`src/rtl/host_io_pkg.sv`:
```
// host_io_pkg: shared state enum and constants for the host I/O monitor
package host_io_pkg;
  typedef enum logic [1:0] {RUN, DRAIN, DONE} state_e;
  localparam logic [7:0] NEWLINE = 8'h0A;
  localparam int LANE_OFFS_W = 3;
endpackage

```
`src/rtl/host_io_fifo.sv`:
```
// host_io_fifo: synchronous FIFO, drops pushes when full unless a pop frees a slot
module host_io_fifo #(
  parameter int WIDTH = 8,
  parameter int DEPTH = 16
) (
  input  logic                     clk_i,
  input  logic                     rst_i,
  input  logic                     push_i,
  input  logic [WIDTH-1:0]         data_i,
  input  logic                     pop_i,
  output logic                     full_o,
  output logic                     empty_o,
  output logic [WIDTH-1:0]         head_o,
  output logic [$clog2(DEPTH):0]   count_o
);
  localparam int AW = $clog2(DEPTH);
  logic [AW-1:0] wr_q, wr_d, rd_q, rd_d;
  logic [AW:0] cnt_q, cnt_d;
  logic [WIDTH-1:0] mem_q [DEPTH];
  logic [WIDTH-1:0] mem_d [DEPTH];
  logic do_push, do_pop;
  assign full_o = cnt_q == (AW+1)'(DEPTH);
  assign empty_o = cnt_q == '0;
  assign head_o = empty_o ? '0 : mem_q[rd_q];
  assign count_o = cnt_q;
  always_comb begin
    do_pop = pop_i && !empty_o;
    do_push = push_i && (!full_o || do_pop);
    mem_d = mem_q;
    if (do_push) mem_d[wr_q] = data_i;
    wr_d = do_push ? wr_q + 1'b1 : wr_q;
    rd_d = do_pop ? rd_q + 1'b1 : rd_q;
    cnt_d = cnt_q + (AW+1)'(do_push) - (AW+1)'(do_pop);
  end
  always_ff @(posedge clk_i) begin
    if (rst_i) begin
      wr_q <= '0;
      rd_q <= '0;
      cnt_q <= '0;
    end else begin
      wr_q <= wr_d;
      rd_q <= rd_d;
      cnt_q <= cnt_d;
    end
  end
  always_ff @(posedge clk_i) mem_q <= mem_d;
endmodule

```
`src/rtl/host_io_monitor.sv`:
```
// host_io_monitor: snoops mem writes for stdout chars and tohost exit; HOST_IO_MONITOR_LINE_CNT_EN adds line_count_o
module host_io_monitor
  import host_io_pkg::*;
#(
  parameter int                    ADDR_WIDTH  = 64,
  parameter int                    DATA_WIDTH  = 64,
  parameter logic [ADDR_WIDTH-1:0] STDOUT_ADDR = '0,
  parameter logic [ADDR_WIDTH-1:0] TOHOST_ADDR = '0,
  parameter int                    FIFO_DEPTH  = 16
) (
  input  logic                    clk_i,
  input  logic                    rst_i,
  input  logic                    mem_we_i,
  input  logic [ADDR_WIDTH-1:0]   mem_waddr_i,
  input  logic [DATA_WIDTH-1:0]   mem_wdata_i,
  input  logic [DATA_WIDTH/8-1:0] mem_wstrb_i,
  output logic [7:0]              char_o,
  output logic                    char_valid_o,
  input  logic                    char_ready_i,
  output logic                    exit_valid_o,
  output logic [63:0]             exit_code_o,
`ifdef HOST_IO_MONITOR_LINE_CNT_EN
  output logic                    overflow_o,
  output logic [31:0]             line_count_o
`else
  output logic                    overflow_o
`endif
);
  localparam int CW = $clog2(FIFO_DEPTH) + 1;
  localparam logic [LANE_OFFS_W-1:0] S_LANE = STDOUT_ADDR[LANE_OFFS_W-1:0];
  state_e state_q, state_d;
  logic exit_valid_q, exit_valid_d, overflow_q, overflow_d;
  logic [63:0] exit_code_q, exit_code_d, code_w;
  logic stdout_hit, tohost_hit, push, pop, acc, full, empty;
  logic [7:0] ch;
  logic [CW-1:0] count;
  logic addr_lo_unused;
  assign addr_lo_unused = ^mem_waddr_i[LANE_OFFS_W-1:0];
  host_io_fifo #(.WIDTH(8), .DEPTH(FIFO_DEPTH)) u_fifo (
    .clk_i(clk_i),
    .rst_i(rst_i),
    .push_i(push),
    .data_i(ch),
    .pop_i(pop),
    .full_o(full),
    .empty_o(empty),
    .head_o(char_o),
    .count_o(count)
  );
  assign char_valid_o = !empty;
  assign exit_valid_o = exit_valid_q;
  assign exit_code_o = exit_code_q;
  assign overflow_o = overflow_q;
  always_comb begin
    stdout_hit = mem_we_i && mem_wstrb_i[S_LANE]
      && mem_waddr_i[ADDR_WIDTH-1:LANE_OFFS_W] == STDOUT_ADDR[ADDR_WIDTH-1:LANE_OFFS_W];
    tohost_hit = mem_we_i && |mem_wstrb_i
      && mem_waddr_i[ADDR_WIDTH-1:LANE_OFFS_W] == TOHOST_ADDR[ADDR_WIDTH-1:LANE_OFFS_W];
    ch = mem_wdata_i[8*S_LANE +: 8];
    push = state_q == RUN && stdout_hit;
    pop = !empty && char_ready_i;
    acc = push && (!full || pop);
    overflow_d = overflow_q || (push && full && !pop);
    code_w = '0;
    for (int i = 0; i < 8; i++) code_w[8*i +: 8] = mem_wstrb_i[i] ? mem_wdata_i[8*i +: 8] : 8'h00;
    exit_valid_d = state_q == DONE;
    exit_code_d = exit_code_q;
    state_d = state_q;
    if (state_q == RUN && tohost_hit) begin
      exit_code_d = code_w;
      state_d = (empty && !push) ? DONE : DRAIN;
    end
    if (state_q == DRAIN && (empty || (count == CW'(1) && pop))) state_d = DONE;
  end
  always_ff @(posedge clk_i) begin
    if (rst_i) begin
      state_q <= RUN;
      exit_valid_q <= 1'b0;
      exit_code_q <= '0;
      overflow_q <= 1'b0;
    end else begin
      state_q <= state_d;
      exit_valid_q <= exit_valid_d;
      exit_code_q <= exit_code_d;
      overflow_q <= overflow_d;
    end
  end
`ifdef HOST_IO_MONITOR_LINE_CNT_EN
  logic [31:0] line_q, line_d;
  assign line_count_o = line_q;
  always_comb line_d = (acc && ch == NEWLINE && !(&line_q)) ? line_q + 32'd1 : line_q;
  always_ff @(posedge clk_i) line_q <= rst_i ? 32'd0 : line_d;
`else
  logic acc_unused;
  assign acc_unused = acc;
`endif
endmodule

```
`config.mk`:
```
export PLATFORM = sky130hd
export DESIGN_NAME = host_io_monitor
export DESIGN_NICKNAME = d
export VERILOG_FILES = /design/src/rtl/host_io_pkg.sv /design/src/rtl/host_io_fifo.sv /design/src/rtl/host_io_monitor.sv
export SDC_FILE = /design/constraint.sdc
export NUM_CORES = 1
export LEC_CHECK = 0
export BUFFER_PORTS_ARGS = -buffer_cell sky130_fd_sc_hd__buf_2
export CORE_MARGIN = 2
export CORE_UTILIZATION = 55
export CTS_CLUSTER_DIAMETER = 100
export DETAILED_ROUTE_END_ITERATION = 10
export HOLD_SLACK_MARGIN = 0.15
export PLACE_DENSITY_LB_ADDON = 0.05
export RECOVER_POWER = 25
export SETUP_SLACK_MARGIN = 0.05
export SKIP_LAST_GASP = 1
export SYNTH_ARGS = -nofsm -noshare
export SYNTH_HDL_FRONTEND = slang
export SYNTH_SLANG_ARGS = --single-unit
```
`constraint.sdc`:
```
create_clock -name clk_i -period 9.2 [get_ports clk_i]
set_input_delay 1.84 -clock clk_i [delete_from_list [all_inputs] [get_ports clk_i]]
set_output_delay 1.84 -clock clk_i [all_outputs]
set_load 0.02 [all_outputs]
```
==> flow_summary.json <==
{
  "yosysWarnings": 0,
  "min_delay_path_depth": 2,
  "syn2layout_area_growth_pct": 20.3,
  "syn_area_mm2": 0.00855,
  "port_buffers": 211,
  "finalCritPeriodShare": 0.536,
  "wl_per_cell_um": 20.6,
  "fillerInstances": 1135,
  "drv.max_cap_violation_count": 0,
  "hpwl_um": 14100,
  "status": "completed",
  "maxSlewViolCount": 0,
  "synth_top_area_share": 0.449,
  "final_cells": 1023,
  "regToRegSetupSlack_ns": 5.47,
  "r2r.worst_path.cells": 11,
  "multi_input_area_mm2": 0.00282,
  "utilization": 0.677,
  "critical_path.most_common_cell": "nor2_1",
  "synth_most_common_cell": "edfxtp_1",
  "cts_buffer_depth": 3,
  "grt_overflow": 0,
  "drc": 0,
  "vias": 6118,
  "avgSynthCellArea_um2": 13.4,
  "antenna_found_initial": 2,
  "post_cts_buffers": 0,
  "min_period_ns": 4.93,
  "required_ns": 9.55,
  "firstDrtPassIters": 4,
  "htreeDepth": 1,
  "synthTopCellsByCount": "edfxtp_1, dfxtp_1, a21oi_1",
  "cts_hold_buf": 0,
  "crit_arrival_ns": 5.29,
  "fin_nets": 971,
  "die_w_um": 129,
  "async_flop_share": 0,
  "synth_ff_type": "edfxtp_1",
  "crit_cells": 12,
  "slowest_delay_ns": 0.95,
  "startpoint_type": "primary input",
  "clock_skew_ns": 0.0108,
  "max_freq_mhz": 203,
  "leakage_uw": 0.00376,
  "ys_types": 36,
  "core_region_area_mm2": 0.0152,
  "tns_ns": 0,
  "p_per_area_mw_per_mm2": 219,
  "path_max_fanout": 72,
  "synthCells": 638,
  "critical_path_buf_inv_count": 1,
  "yosysTopAreaCell": "edfxtp_1",
  "start_util": 0.563,
  "drt_wl_total_um": 21000,
  "die_y_um": 129,
  "drive_above_1_share": 0.342,
  "synth_edf_count": 128,
  "dp.cells": 984,
  "syn_nets": 790,
  "synth-seq-cells": 209,
  "rows": 45,
  "peakVddDrop_mv": 0.130,
  "cts_root_buf": "clkbuf_16",
  "ys_seq_area_frac": 0.639,
  "cts_buffers": 21,
  "antenna_left": 0,
  "drtIter0Drc": 395,
  "worstPathCellList": "buf_2 -> nor4_1 -> nand4_1 -> or3_2 -> nor2_1 -> ha_1 -> fa_1 -> a21oi_1 -> nor2_1 -> nor2_1 -> xnor2_1 -> nor2_1",
  "grt_pass1_vias": 6069,
  "tightest_slew_ns": 1.12,
  "ctsResizeCount": 0,
  "register_area_mm2": 0.00547,
  "worstSetupPathType": "in -> reg",
  "rsz0062_at_grt": "false",
  "worstSetupEndpointType": "register",
  "clk_pin_slew_ns": 0.06,
  "grt_max_degree": 82,
  "max-slew-margin-rel": 0.255,
  "pin_count": 215,
  "routed_via_density": 5.98,
  "gp_congestion": 0.780,
  "track_usage": 0.252,
  "clk_latency_ns": 0.49,
  "tritoncts": "done",
  "die-area_mm2": 0.0166,
  "cts_sinks": 209,
  "crit_family": "simple AND/OR/NAND/NOR gates",
  "hold_viol": 0,
  "synth_area_leaders": "edfxtp_1, dfxtp_1, mux4_2",
  "hp-class": "reg -> reg",
  "cp_slowest_cell": "or3_2",
  "setup_violations": 0,
  "grt_pass1_wl_um": 32600
}
cells in the final DEF (no fill, tap or decap), types with 2 or more instances in the layout:
cell type,n
buf_2,203
edfxtp_1,128
dfxtp_1,79
a21oi_1,70
nand4_1,68
o21ai_0,66
mux4_2,40
clkbuf_16,21
nor2_1,19
and3_1,16
nor4_1,14
nor2b_1,13
clkbuf_1,12
ha_1,11
inv_1,10
buf_4,7
nand3_1,5
clkinv_1,5
xnor2_1,4
or4_1,4
clkinv_2,4
nand2b_1,3
xor2_1,3
diode_2,2
nor4b_2,2
nor4b_1,2
nand2_1,2
o31ai_1,2
nor3_2,2
a31oi_1,2
dfxtp_2,2
layer usage:
metal / wire length, µm / global-route usage
met1: 8640 / 0.344
met2: 10400 / 0.414
met3: 1330 / 0.0503
met4: 636 / 0.0812
met5: 0 / 0
layout make-up:
type	instances	share of cell area
clock inverters	12	0.00827
flip-flops and latches	209	0.531
clock buffers	25	0.0525
inverters	10	0.00365
well taps	188	0.0229
multi-input cells	359	0.274
repair buffers	218	0.107
diodes	2	0.000486
power breakdown:
part	internal, µW	switching [µW]	total [µW]
Sequential	1010	28.8	1040
Combinational	216	214	430
Clock	447	339	786
stage by stage:
stage | worst slack [ns] | hold WS (ns) | area, µm² | total power [µW]
after CTS | 4.34 | 0.470 | 10300 | 2270
final | 4.27 | 0.471 | 10300 | 2250
after detailed placement | 3.85 | 0.461 | 9670 | 1490
after floorplan | 5.02 | 0.481 | 8550 | 1360
after global placement | 3.92 | 0.455 | 9670 | 1480
after global routing | 3.97 | 0.491 | 10300 | 2340
tightest hold or removal path: cells and delay by family (launching register included):
family,cells,cell delay (ns)
AOI/OAI and AO/OA,2,0.12
DFF,1,0.30
flip-flops by register name, indices dropped and copies added (netlist names):
name and flops:
u_fifo.count_o 5, exit_code_o 64, state_q 2, u_fifo.wr_q 4, overflow_o 1, u_fifo.rd_q 4
u_fifo.mem_q 128, exit_valid_o 1
final timing paths:
path | from | end
worst max-delay path | mem_waddr_i[42] | u_fifo.count_o[4]
worst min-delay path | exit_code_o[50] | exit_code_o[50]
worst max register to register | state_q[0] | u_fifo.count_o[4]
worst min register to register | exit_code_o[50] | exit_code_o[50]
kinds of logic after synthesis:
group / after synthesis / synth area share
compound gates: 143 / 0.0857
xor+xnor: 7 / 0.00717
fa+ha+maj: 12 / 0.0184
buf+inv: 70 / 0.0335
flops: 209 / 0.639
mux: 41 / 0.106
simple gates: 156 / 0.110
Note: power is estimated with default switching activity, not from simulation.
